==> config.mk <==
export PLATFORM = sky130hd
export DESIGN_NAME = mem_access_unit
export DESIGN_NICKNAME = d
export VERILOG_FILES = /design/src/rtl/mem_access_unit.sv
export SDC_FILE = /design/constraint.sdc
export NUM_CORES = 1
export LEC_CHECK = 0
export ABC_AREA = 1
export BUFFER_PORTS_ARGS = -buffer_cell sky130_fd_sc_hd__buf_2
export CAP_MARGIN = 15
export CORE_MARGIN = 5
export CORE_UTILIZATION = 55
export DETAILED_ROUTE_END_ITERATION = 10
export PLACE_DENSITY = 0.86
export SLEW_MARGIN = 20
export SYNTH_ARGS = -nofsm -noshare
export SYNTH_HDL_FRONTEND = slang
export SYNTH_SLANG_ARGS = --single-unit
==> constraint.sdc <==
create_clock -name CLK -period 6.96 [get_ports CLK]
set_input_delay 0.348 -clock CLK [delete_from_list [all_inputs] [get_ports CLK]]
set_output_delay 0.348 -clock CLK [all_outputs]
set_load 0.1 [all_outputs]
==> src/rtl/mem_access_unit.sv <==
// MEM-stage data-memory access controller: load/store handshake with wait states,
// timeout abort, and load extension. The optional alignment check is enabled by MEM_ALIGN_CHECK_EN.
module mem_access_unit #(
   parameter int MAX_WAIT = 255,
   parameter int CNT_W    = 16
) (
   input  logic        CLK,
   input  logic        RESET,
   input  logic        I_MEM_Valid,
   input  logic        I_MEM_Read,
   input  logic        I_MEM_Write,
   input  logic [1:0]  I_MEM_Size,
   input  logic        I_MEM_Unsigned,
   input  logic [31:0] I_MEM_ADDR,
   input  logic [31:0] I_MEM_WriteData,
   output logic        O_DM_Req,
   output logic        O_DM_We,
   output logic [31:0] O_DM_ADDR,
   output logic [31:0] O_DM_WData,
   output logic [3:0]  O_DM_ByteEn,
   input  logic        I_DM_Ready,
   input  logic [31:0] I_DM_RData,
   output logic        O_MEM_Stall,
   output logic [31:0] O_MEM_ReadData,
   output logic        O_MEM_Done,
   output logic        O_MEM_Timeout,
   output logic        O_MEM_Misaligned,
   output logic [1:0]  O_DBG_State
);

   // Handshake: O_DM_Req stays high for the whole ACCESS state with stable
   // address/data/enables; the transfer completes on the first cycle I_DM_Ready is high.
   typedef enum logic [1:0] {
      S_IDLE   = 2'd0,
      S_ACCESS = 2'd1,
      S_DONE   = 2'd2
   } state_t;

   localparam logic [CNT_W-1:0] LAST_WAIT = CNT_W'(MAX_WAIT - 1);

   state_t           state_q, state_d;
   logic [CNT_W-1:0] cnt_q, cnt_d;
   logic [31:0]      addr_q, addr_d;
   logic [31:0]      wdata_q, wdata_d;
   logic [3:0]       be_q, be_d;
   logic [1:0]       size_q, size_d;
   logic             uns_q, uns_d;
   logic             we_q, we_d;
   logic             tout_q, tout_d;
   logic [31:0]      rdata_q, rdata_d;

   logic             req_valid;
   logic             accept;
   logic [3:0]       fmt_be;
   logic [31:0]      fmt_wdata;
   logic [31:0]      ext_rdata;
   logic [7:0]       ld_byte;
   logic [15:0]      ld_half;

   assign req_valid = I_MEM_Valid & (I_MEM_Read | I_MEM_Write);

`ifdef MEM_ALIGN_CHECK_EN
   logic mis_req;
   logic mis_q, mis_d;

   always_comb begin
      mis_req = 1'b0;
      case (I_MEM_Size)
         2'b00:   mis_req = 1'b0;
         2'b01:   mis_req = I_MEM_ADDR[0];
         default: mis_req = |I_MEM_ADDR[1:0];
      endcase
   end

   assign accept           = req_valid & ~mis_req;
   assign O_MEM_Misaligned = mis_q;

   always_ff @(posedge CLK or posedge RESET) begin
      if (RESET) mis_q <= 1'b0;
      else       mis_q <= mis_d;
   end

   assign mis_d = (state_q == S_IDLE) & req_valid & mis_req;
`else
   assign accept           = req_valid;
   assign O_MEM_Misaligned = 1'b0;
`endif

   // Store formatting: replicate the datum across lanes, enable only the addressed lanes.
   always_comb begin
      fmt_be    = 4'b1111;
      fmt_wdata = I_MEM_WriteData;
      case (I_MEM_Size)
         2'b00: begin
            fmt_be    = 4'b0001 << I_MEM_ADDR[1:0];
            fmt_wdata = {4{I_MEM_WriteData[7:0]}};
         end
         2'b01: begin
            fmt_be    = I_MEM_ADDR[1] ? 4'b1100 : 4'b0011;
            fmt_wdata = {2{I_MEM_WriteData[15:0]}};
         end
         default: begin
            fmt_be    = 4'b1111;
            fmt_wdata = I_MEM_WriteData;
         end
      endcase
   end

   // Load extraction uses the latched lane/size so input changes during ACCESS are ignored.
   always_comb begin
      ld_byte = I_DM_RData[7:0];
      case (addr_q[1:0])
         2'd0: ld_byte = I_DM_RData[7:0];
         2'd1: ld_byte = I_DM_RData[15:8];
         2'd2: ld_byte = I_DM_RData[23:16];
         2'd3: ld_byte = I_DM_RData[31:24];
         default: ld_byte = I_DM_RData[7:0];
      endcase
      ld_half = addr_q[1] ? I_DM_RData[31:16] : I_DM_RData[15:0];

      ext_rdata = I_DM_RData;
      case (size_q)
         2'b00:   ext_rdata = {{24{ld_byte[7] & ~uns_q}}, ld_byte};
         2'b01:   ext_rdata = {{16{ld_half[15] & ~uns_q}}, ld_half};
         default: ext_rdata = I_DM_RData;
      endcase
   end

   always_ff @(posedge CLK or posedge RESET) begin
      if (RESET) begin
         state_q <= S_IDLE;
         cnt_q   <= '0;
         addr_q  <= '0;
         wdata_q <= '0;
         be_q    <= '0;
         size_q  <= '0;
         uns_q   <= 1'b0;
         we_q    <= 1'b0;
         tout_q  <= 1'b0;
         rdata_q <= '0;
      end else begin
         state_q <= state_d;
         cnt_q   <= cnt_d;
         addr_q  <= addr_d;
         wdata_q <= wdata_d;
         be_q    <= be_d;
         size_q  <= size_d;
         uns_q   <= uns_d;
         we_q    <= we_d;
         tout_q  <= tout_d;
         rdata_q <= rdata_d;
      end
   end

   always_comb begin
      state_d = state_q;
      cnt_d   = cnt_q;
      addr_d  = addr_q;
      wdata_d = wdata_q;
      be_d    = be_q;
      size_d  = size_q;
      uns_d   = uns_q;
      we_d    = we_q;
      tout_d  = tout_q;
      rdata_d = rdata_q;

      case (state_q)
         S_IDLE: begin
            if (accept) begin
               addr_d  = I_MEM_ADDR;
               wdata_d = fmt_wdata;
               be_d    = fmt_be;
               size_d  = I_MEM_Size;
               uns_d   = I_MEM_Unsigned;
               we_d    = I_MEM_Write;
               tout_d  = 1'b0;
               cnt_d   = '0;
               state_d = S_ACCESS;
            end
         end
         S_ACCESS: begin
            cnt_d = cnt_q + CNT_W'(1);
            if (I_DM_Ready) begin
               if (!we_q) rdata_d = ext_rdata;
               state_d = S_DONE;
            end else if (cnt_q == LAST_WAIT) begin
               tout_d  = 1'b1;
               if (!we_q) rdata_d = '0;
               state_d = S_DONE;
            end
         end
         S_DONE: begin
            cnt_d   = '0;
            state_d = S_IDLE;
         end
         default: state_d = S_IDLE;
      endcase
   end

   assign O_DM_Req       = (state_q == S_ACCESS);
   assign O_DM_We        = (state_q == S_ACCESS) & we_q;
   assign O_DM_ADDR      = {addr_q[31:2], 2'b00};
   assign O_DM_WData     = wdata_q;
   assign O_DM_ByteEn    = be_q;
   assign O_MEM_Stall    = ((state_q == S_IDLE) & accept) | (state_q == S_ACCESS);
   assign O_MEM_ReadData = rdata_q;
   assign O_MEM_Done     = (state_q == S_DONE);
   assign O_MEM_Timeout  = (state_q == S_DONE) & tout_q;
   assign O_DBG_State    = state_q;

endmodule

# After elaboration in Yosys (flattened, before gate mapping)
# Cells that the tools add are included.
[classes] addsub=1 n_eq_ne=12 shifts=1 muxes=20 bitwise=10 reduce_logical=12
[ops] op="two-way mux 32 bit" n=4
[ops] op="one-hot mux 32 bit (2 select lines)" n=2
[ops] op="one-hot mux 16 bit (3 select lines)" n=1
[ops] op="two-way mux 16 bit" n=2
[ops] op="one-hot mux 8 bit (4 select lines)" n=1
[ops] op="adder 16 x 1 -> 16 bit, second input constant" n=1
[ops] op="equality test 16 x 8 -> 1 bit, second input constant" n=1
[ops] op="equality test 2 x 1 -> 1 bit, second input constant" n=4
[ops] op="logical NOT 2 bit" n=4
[ops] op="one-hot mux 4 bit (2 select lines)" n=1
[ops] op="bitwise AND 1 bit" n=6
[ops] op="equality test 2 bit, second input constant" n=3
[ops] op="two-way mux 2 bit" n=3
[ops] op="AND reduction 2 bit" n=3
[ops] op="two-way mux 4 bit" n=1
[ops] op="inequality test 2 bit, second input constant" n=2
[ops] op="one-hot mux 2 bit (2 select lines)" n=1
[ops] op="AND reduction 4 bit" n=1
[ops] op="nonzero test 2 bit" n=2
[ops] op="left shift 1 x 2 -> 4 bit, first input constant" n=1
[ops] op="two-way mux 1 bit" n=3
[ops] op="inequality test 3 x 1 -> 1 bit, second input constant" n=1
[ops] op="AND reduction 3 bit" n=1
[ops] op="nonzero test 3 bit" n=1
[ops] op="other kinds (4)" n=6
[word_totals] register_bits=123 output_inout_bits=108

# Depth between registers and ports, before layout
# Gate-level depths: netlist of run 1.
[depth] depth_word=6 depth_mapped=11 ltp_nobuf=10

# Worst setup path before layout of run 1
# OpenSTA, ideal clock, no wires.
[synth_path] path_type="flip-flop to output port" start="reg state_q[0], in the netlist O_DBG_State[0]" end="out O_MEM_Stall" arrival_time_ps=2892 slack_ps=3720 path_stages_with_launch=5 path_buffers=1 cell_sequence="dfrtp_1 ha_1 buf_4 inv_2 nand2_1"
[synth_rtl] element="from (decl)" line="41" rtl="state_t state_q, state_d;"
[synth_rtl] element="from (signal assigned)" line="142" rtl="state_q <= state_d;"
[synth_rtl] element="equality test 2 x 1 -> 1 bit"
[synth_rtl] element="named net O_DM_Req" line="16" rtl="output logic O_DM_Req,"
[synth_rtl] element="OR 1 bit" line="205" rtl="assign O_MEM_Stall = ((state_q == S_IDLE) & accept) | (state_q == S_ACCESS);"
[synth_rtl] element="to (decl)" line="23" rtl="output logic O_MEM_Stall,"
# The timed path passes the listed nets, and every way through them passes these cells.

# Worst setup path after layout of run 1
[layout_path] start="reg state_q[0], in the netlist O_DBG_State[0]" end="reg size_q[1]"
[layout_between] elab_chain_cells=2
[layout_rtl] element="logical NOT 2 bit" line="167" rtl="case (state_q)"
[layout_rtl] element="AND reduction 2 bit (no line)"
[layout_rtl] element="to (signal assigned)" line="147" rtl="size_q <= size_d;"
[layout_rtl] element="to (decl)" line="46" rtl="logic [1:0] size_q, size_d;"
# Every way passes these cells.
# A chain may end at the register's enable or synchronous reset.

==> results of run 1 <==
-- registers in the layout, indices dropped and copies added, names as in the netlist --
register / flops
uns_q: 1
O_MEM_ReadData: 32
O_DM_ByteEn: 4
O_DM_WData: 32
tout_q: 1
O_DBG_State: 2
size_q: 2
addr_q: 32
cnt_q: 16
we_q: 1
-- per-stage QoR --
step                utilization  setup WS (ps)  std cells
global placement          0.629           4430       1103
floorplan                     -           3340        820
finish                    0.677           3950       1135
global route              0.677           3660       1135
detailed placement        0.629           4340       1103
CTS                       0.677           4340       1135
-- cell families after synthesis --
group / Yosys count
other: 1
adders and majority gates: 5
buffers and inverters: 132
and+or+nand+nor: 423
DFF: 123
AOI/OAI and AO/OA: 134
-- Yosys cell counts --
library cell | number | area, um^2
nand2_1 | 296 | 1110
dfrtp_1 | 123 | 3080
nand3_1 | 56 | 280
inv_1 | 53 | 199
o21ai_0 | 53 | 265
a21oi_1 | 42 | 210
nor2_1 | 39 | 146
buf_4 | 36 | 270
buf_2 | 16 | 80.1
o21a_1 | 14 | 105
nand4_1 | 11 | 68.8
clkbuf_1 | 9 | 33.8
a2bb2oi_1 | 8 | 70.1
a22oi_1 | 7 | 52.6
inv_2 | 7 | 26.3
nand2_2 | 7 | 43.8
o211ai_1 | 6 | 45.0
ha_1 | 5 | 62.6
buf_6 | 4 | 45.0
nor3_1 | 4 | 20.0
nor2_2 | 3 | 18.8
and3_1 | 2 | 12.5
buf_1 | 2 | 7.51
clkbuf_8 | 2 | 27.5
nand2_4 | 2 | 22.5
o21bai_1 | 2 | 15.0
a21oi_2 | 1 | 8.76
buf_12 | 1 | 20.0
clkinv_1 | 1 | 3.75
conb_1 | 1 | 3.75
dlygate4sd1_1 | 1 | 8.76
nand2_8 | 1 | 20.0
nand4_2 | 1 | 12.5
nor2_4 | 1 | 11.3
o21ai_2 | 1 | 8.76
-- critical path: stages (launching register included) --
cell      delay [ps]
dfrtp_1          390
inv_1             80
ha_1             240
nand3_2           90
buf_4            540
clkinv_2         920
nand2_1          360
o21ai_0          140
-- layer usage --
metal	GRT usage	vias to the layer above	part of all wire
li1	-	2918	-
met1	0.310	2798	0.41
met2	0.407	310	0.47
met3	0.0851	33	0.10
met4	0.0824	2	0.017
met5	0	-	0.00074
-- final cells by class --
| cell class | instances | area share |
|---|---|---|
| Tap cell | 143 | 0.0232 |
| Multi-Input combinational cell | 565 | 0.340 |
| Clock inverter | 12 | 0.0120 |
| Sequential cell | 123 | 0.398 |
| Clock buffer | 20 | 0.0591 |
| Timing Repair Buffer | 211 | 0.137 |
| Inverter | 61 | 0.0301 |
-- final timing paths --
check | startpoint | to | slack (ps) | depth (start not counted)
max in group asynchronous | RESET | O_MEM_ReadData[8] | 5610 | 3
max reg2reg | O_DBG_State[0] | size_q[1] | 3950 | 7
max | O_DBG_State[0] | size_q[1] | 3950 | 7
min reg2reg | O_DM_WData[9] | O_DM_WData[9] | 480 | 2
min | RESET | O_DM_WData[2] | 50 | 2
min in group CLK | I_MEM_ADDR[23] | addr_q[23] | 120 | 3
==> out/results.txt, run 1 <==
CP max FO: 73
endpoint class of the critical path: register
yosys warns: 0
worst path arrival time: 3250 ps
outcome: finished clean
Synth Area in Compound Gates: 0.122
Post-Synth Simple-Gate Area: 0.276
largest net degree at the start of global routing: 74
H-tree levels: 4
RSZ-0062 raised after global routing: false
syn avg cell area: 7.84 um^2
die width: 118 um
main combinational cell family by area after synthesis: simple AND/OR/NAND/NOR gates
sequential fraction of the synthesis area: 0.480
Antenna Nets Post-Route: 0
#FFs+latches synth: 123
Routed WL per cell: 15.4 um
GPL Wtd Cong: 0.873
final WL: 17500 um
Post CTS Setup Buffer Count: 0
number of CTS-inserted buffers: 17
dpl cell area: 7180 um^2
Root Buffer: clkbuf_16
final hold viol count: 0
Register Area: 3080 um^2
Final period util: 0.432
Vias/cell: 5.34
area taken by multi-input logic gates: 2630 um^2
initial antenna violation count: 1
Fin Hold WS: 45.2 ps
1st-iter DRT viols: 450
library cells used by synthesis: 35
cell area after synthesis: 6410 um^2
Max Freq: 0.333 GHz
minimum clock period: 3010 ps
Core ar.: 11400 um^2
total grt overflow: 0
clk_skew: 7.67 ps
Pre-antenna DRT Iters: 7
max cap viols: 0
setup TNS: 0 ps
CTS tree: done
worst slew pin tran: 948 ps
PortBufs: 209
Worst EP required: 7210 ps
clk_lat worst skew: 410 ps
Fill cells: 985
vias in the first global route: 5877
Cell Rows: 39
Max clock buf depth: 2
Sink Count: 123
Nets: 1089
Clk pin slew, worst setup/hold paths: 60 ps
I/O pin count: 213
hold buffers post-CTS: 0
most common cell after layout, fill and taps aside: nand2_1
residual DRC count: 0
Finish-stage setup viols: 0
Ant. Diodes: 0
Slew Viols, Final: 0
layout cell share with drive strength beyond 1: 0.270
first-pass GRT wire length: 28600 um
DP HPWL: 12300 um
Hold Crit Class: primary input to asynchronous set/reset pin
Die Ht: 118 um
via count: 6061
mux contribution to synthesized area: 0
Initial Util: 0.562
Adder-Cell Fraction of Synth Area: 0.00975
commonest cells after routing, fill and taps aside: nand2_1 (296), buf_2 (209), dfrtp_1 (123), nand3_1 (55), o21ai_0 (53)
GRT Total Usage: 0.249
fin area: 7730 um^2
worst rel slew slack: 0.368
area grow syn2layout: 20.5%
Crit Path Category: register to register
Post-Synth XOR/XNOR Area: 0
cell count after synthesis: 818
Resized Gates After CTS: 0
Die Area: 13900 um^2
Setup crit start kind: register
Power of run 1 is not shown: default switching activity piles up to over one toggle a cycle in this logic, so the estimate is an artifact.
==> inputs of run 2 (changes only) <==
--- a/config.mk
+++ b/config.mk
@@ -9,9 +9,9 @@
 export BUFFER_PORTS_ARGS = -buffer_cell sky130_fd_sc_hd__buf_2
 export CAP_MARGIN = 15
 export CORE_MARGIN = 5
-export CORE_UTILIZATION = 55
+export CORE_UTILIZATION = 46
 export DETAILED_ROUTE_END_ITERATION = 10
-export PLACE_DENSITY = 0.86
+export PLACE_DENSITY = 0.77
 export SLEW_MARGIN = 20
 export SYNTH_ARGS = -nofsm -noshare
 export SYNTH_HDL_FRONTEND = slang
==> constraint.sdc (replaced) <==
create_clock -name CLK -period 2.43 [get_ports CLK]
set_input_delay 0.1215 -clock CLK [delete_from_list [all_inputs] [get_ports CLK]]
set_output_delay 0.1215 -clock CLK [all_outputs]
set_load 0.1 [all_outputs]
==> run 2 against run 1 <==
Effect of this change: design area is 10% higher; clock skew is 1.3 ps lower; final cell count is 8.9% higher; routed wire length is 7.6% higher; setup slack worse by 3500 ps; global-route usage is 1.5 points lower; via count is 2.6% higher; sequential share of layout area is 3.7 points lower; worst hold slack worse by 22 ps; core utilization is 5.8 points lower; highest routed layer is now met4.
==> out/results.txt, run 2 (synthesis results as in run 1) <==
outcome: finished clean
DP HPWL: 12900 um
most common cell after layout, fill and taps aside: nand2_1
Resized Gates After CTS: 0
final hold viol count: 0
Finish-stage setup viols: 0
Die Area: 16400 um^2
H-tree levels: 4
worst rel slew slack: 0.617
Initial Util: 0.466
Max Freq: 0.504 GHz
Sink Count: 123
final WL: 18800 um
initial antenna violation count: 0
GRT Total Usage: 0.234
max cap viols: 0
1st-iter DRT viols: 447
Fill cells: 1183
Hold Crit Class: primary input to register
endpoint class of the critical path: primary output
Cell Rows: 43
largest net degree at the start of global routing: 78
Pre-antenna DRT Iters: 5
clk_lat worst skew: 410 ps
Slew Viols, Final: 0
residual DRC count: 0
CP max FO: 9
I/O pin count: 213
setup TNS: 0 ps
Vias/cell: 5.03
worst slew pin tran: 574 ps
layout cell share with drive strength beyond 1: 0.269
hold buffers post-CTS: 52
CTS tree: done
Routed WL per cell: 15.2 um
worst path arrival time: 1860 ps
area grow syn2layout: 32.9%
clk_skew: 6.33 ps
minimum clock period: 1980 ps
Setup crit start kind: register
crit-path max cell delay: 420 ps
via count: 6216
RSZ-0062 raised after global routing: false
Core ar.: 13800 um^2
Root Buffer: clkbuf_16
GPL Wtd Cong: 0.915
crit-path cells: inv_1, ha_1, nand3_2, nand2_1, buf_2
Clk pin slew, worst setup/hold paths: 60 ps
die width: 128 um
CP max stage cell: dfrtp_2
largest delay contributor family on the critical path: buffers and inverters
Nets: 1153
PortBufs: 209
vias in the first global route: 6107
Max clock buf depth: 2
Worst EP required: 2310 ps
Crit Path Category: register to primary output
number of CTS-inserted buffers: 17
Die Ht: 128 um
Antenna Nets Post-Route: 0
commonest cells after routing, fill and taps aside: nand2_1 (296), buf_2 (209), dfrtp_1 (121), nand3_1 (55), o21ai_0 (53)
Post CTS Setup Buffer Count: 0
first-pass GRT wire length: 30500 um
Final period util: 0.816
total grt overflow: 0
crit path buf inv count: 2
Ant. Diodes: 0
==> run 2: per-stage QoR <==
step	worst slack, ps	area, um^2	hold slack [ps]	cells	util
floorplan	33.3	6430	231	820	-
global placement	704	7350	278	1152	0.533
detailed placement	630	7350	284	1152	0.533
CTS	417	8530	7.19	1236	0.619
global route	318	8530	34.9	1236	0.619
finish	446	8530	23.1	1236	0.619
==> run 2: final cells by class <==
type,count,area [um^2],share of cell area
tap,180,225,0.0264
clock inverter,13,215,0.0252
inverter,61,233,0.0273
clock buffer,19,443,0.0520
multi-input combinational,565,2630,0.309
timing repair buffer,275,1700,0.199
sequential,123,3080,0.361
==> run 2: layer usage <==
layer	share of wire	vias to the layer above	wire length, um	global-route usage
met1	0.42	2854	7840	0.298
met4	0.023	0	433	0.0930
met2	0.47	280	8750	0.375
met5	0	-	0	0
met3	0.095	36	1790	0.0717
li1	-	3046	-	-
==> run 2: path summary, 6_finish.rpt <==
kind                                     start                 to  slack, ps  cells past startpoint
setup reg to reg                O_DBG_State[0]           cnt_q[4]        610                      8
max in group asynchronous                RESET  O_MEM_ReadData[2]       1570                      4
min in group asynchronous                RESET         addr_q[15]        370                      4
hold reg to reg                      addr_q[5]          addr_q[5]        470                      2
setup / recovery                O_DBG_State[0]        O_MEM_Stall        450                      5
hold / removal             I_MEM_WriteData[25]     O_DM_WData[25]         20                      3
==> run 2: worst reg2reg max path, stage by stage (launching register included) <==
cell and delay (ps):
dfrtp_2 420, inv_1 90, ha_1 200, nand3_2 200, nand2_1 220, buf_4 270, nand2_1 100, o21ai_0 160
a21oi_1 60
Power of run 2 is left out for the same reason.
==> inputs of run 3 (changes only) <==
--- a/config.mk
+++ b/config.mk
@@ -9,9 +9,9 @@
 export BUFFER_PORTS_ARGS = -buffer_cell sky130_fd_sc_hd__buf_2
 export CAP_MARGIN = 15
 export CORE_MARGIN = 5
-export CORE_UTILIZATION = 46
+export CORE_UTILIZATION = 51
 export DETAILED_ROUTE_END_ITERATION = 10
-export PLACE_DENSITY = 0.77
+export PLACE_DENSITY = 0.81
 export SLEW_MARGIN = 20
 export SYNTH_ARGS = -nofsm -noshare
 export SYNTH_HDL_FRONTEND = slang
==> constraint.sdc (replaced) <==
create_clock -name CLK -period 1.9 [get_ports CLK]
set_input_delay 0.095 -clock CLK [delete_from_list [all_inputs] [get_ports CLK]]
set_output_delay 0.095 -clock CLK [all_outputs]
set_load 0.1 [all_outputs]
==> run 3 against run 2 <==
Effect of this change: design area grew 1.8%; routed wire length grew 5.9%; worst hold slack gained 7.9 ps; clock skew shrank 0.55 ps; register-to-register slack lost 420 ps; global-route usage grew 3.9 points; highest routed layer unchanged; largest cell class unchanged; setup slack lost 360 ps.
==> out/results.txt, run 3 (synthesis results as in run 1) <==
via count: 6507
residual DRC count: 0
first-pass GRT wire length: 31900 um
dpl cell area: 7420 um^2
CTS tree: done
I/O pin count: 213
Final Instance Count excl. Fillers: 1232
Max Freq: 0.552 GHz
area grow syn2layout: 35.3%
clk_lat worst skew: 410 ps
Die Area: 14900 um^2
Root Buffer: clkbuf_16
most common cell after layout, fill and taps aside: nand2_1
Antenna Nets Post-Route: 0
RSZ-0062 raised after global routing: false
Max clock buf depth: 2
clk_skew: 5.78 ps
Pre-antenna DRT Iters: 7
Sink Count: 123
Hold Path Depth: 5
DP HPWL: 12800 um
endpoint class of the critical path: primary output
Die Ht: 122 um
initial antenna violation count: 0
setup TNS: 0 ps
fin area: 8680 um^2
Core ar.: 12500 um^2
worst rel slew slack: 0.636
final WL: 19900 um
Cell Rows: 41
GRT Total Usage: 0.273
worst slew pin tran: 544 ps
largest net degree at the start of global routing: 57
Post CTS Setup Buffer Count: 0
PortBufs: 209
commonest cells after routing, fill and taps aside: nand2_1 (295), buf_2 (207), dfrtp_1 (121), nand3_1 (55), dlygate4sd3_1 (54)
Initial Util: 0.515
Nets: 1158
Clk pin slew, worst setup/hold paths: 60 ps
Routed WL per cell: 16.2 um
CP max FO: 19
worst path arrival time: 1720 ps
1st-iter DRT viols: 526
number of CTS-inserted buffers: 17
vias in the first global route: 6397
final hold viol count: 0
outcome: finished clean
minimum clock period: 1810 ps
Worst EP required: 1800 ps
H-tree levels: 4
GPL Wtd Cong: 0.878
total grt overflow: 0
Setup crit start kind: register
die width: 122 um
layout cell share with drive strength beyond 1: 0.274
Hold Crit Class: primary input to register
Finish-stage setup viols: 0
DP Cell Count: 1146
max cap viols: 0
Slew Viols, Final: 0
Crit Path Category: register to primary output
Final period util: 0.954
Vias/cell: 5.28
Reg2Reg Depth: 7
Ant. Diodes: 0
==> run 3: cell count changes in the layout (fill, tap and decap cells not counted), moves of 2 or more <==
cell           before  now
buf_2             209  207
inv_6               2    0
dlygate4sd3_1      52   54
inv_1              52   50
buf_12              2    6
==> run 3: layer usage <==
metal	track usage	vias up	routed length (um)	part of all wire
met2	0.449	404	9400	0.47
met4	0.129	0	753	0.038
met1	0.337	2985	7800	0.39
met3	0.0720	66	1970	0.099
met5	0	-	0	0
li1	-	3052	-	-
==> run 3: timing repair <==
action | in CTS | in global routing
gates cloned | 0 | 1
setup endpoints to repair | 2 | 1
hold endpoints to repair | 69 | 0
gates resized for setup | 2 | 4
hold buffers | 54 | 0
==> run 3: worst paths after layout <==
path | endpoint | slack (ps) | from
hold reg to reg | addr_q[2] | 470 | addr_q[2]
min in group asynchronous | addr_q[13] | 280 | RESET
hold / removal | O_MEM_ReadData[15] | 30 | I_DM_RData[15]
max in group asynchronous | O_DBG_State[1] | 990 | RESET
setup reg to reg | O_DM_WData[30] | 190 | O_DBG_State[1]
setup / recovery | O_MEM_Stall | 90 | O_DBG_State[1]
==> run 3: area by class of cell <==
class                      instances  area [um^2]
clock buffer                      20          457
clock inverter                    11          216
fill                             941         3780
inverter                          61          240
multi-input combinational        565         2660
sequential                       123         3080
tap                              172          215
timing repair buffer             280         1810
==> run 3: metrics by stage <==
stage	setup WS, ps	utilization	hold WS, ps
after floorplan	-255	-	205
after global placement	310	0.595	120
after detailed placement	275	0.595	124
after CTS	3.87	0.693	6.32
after global routing	6.88	0.696	56.8
final	88.2	0.696	30.9
==> run 3: worst max-delay path, stage by stage (launching register included) <==
cell	delay, ps
dfrtp_2	420
inv_1	110
ha_2	230
nand3_4	130
buf_12	180
nand2_4	60
buf_12	160
Power of run 3 is left out for the same reason.
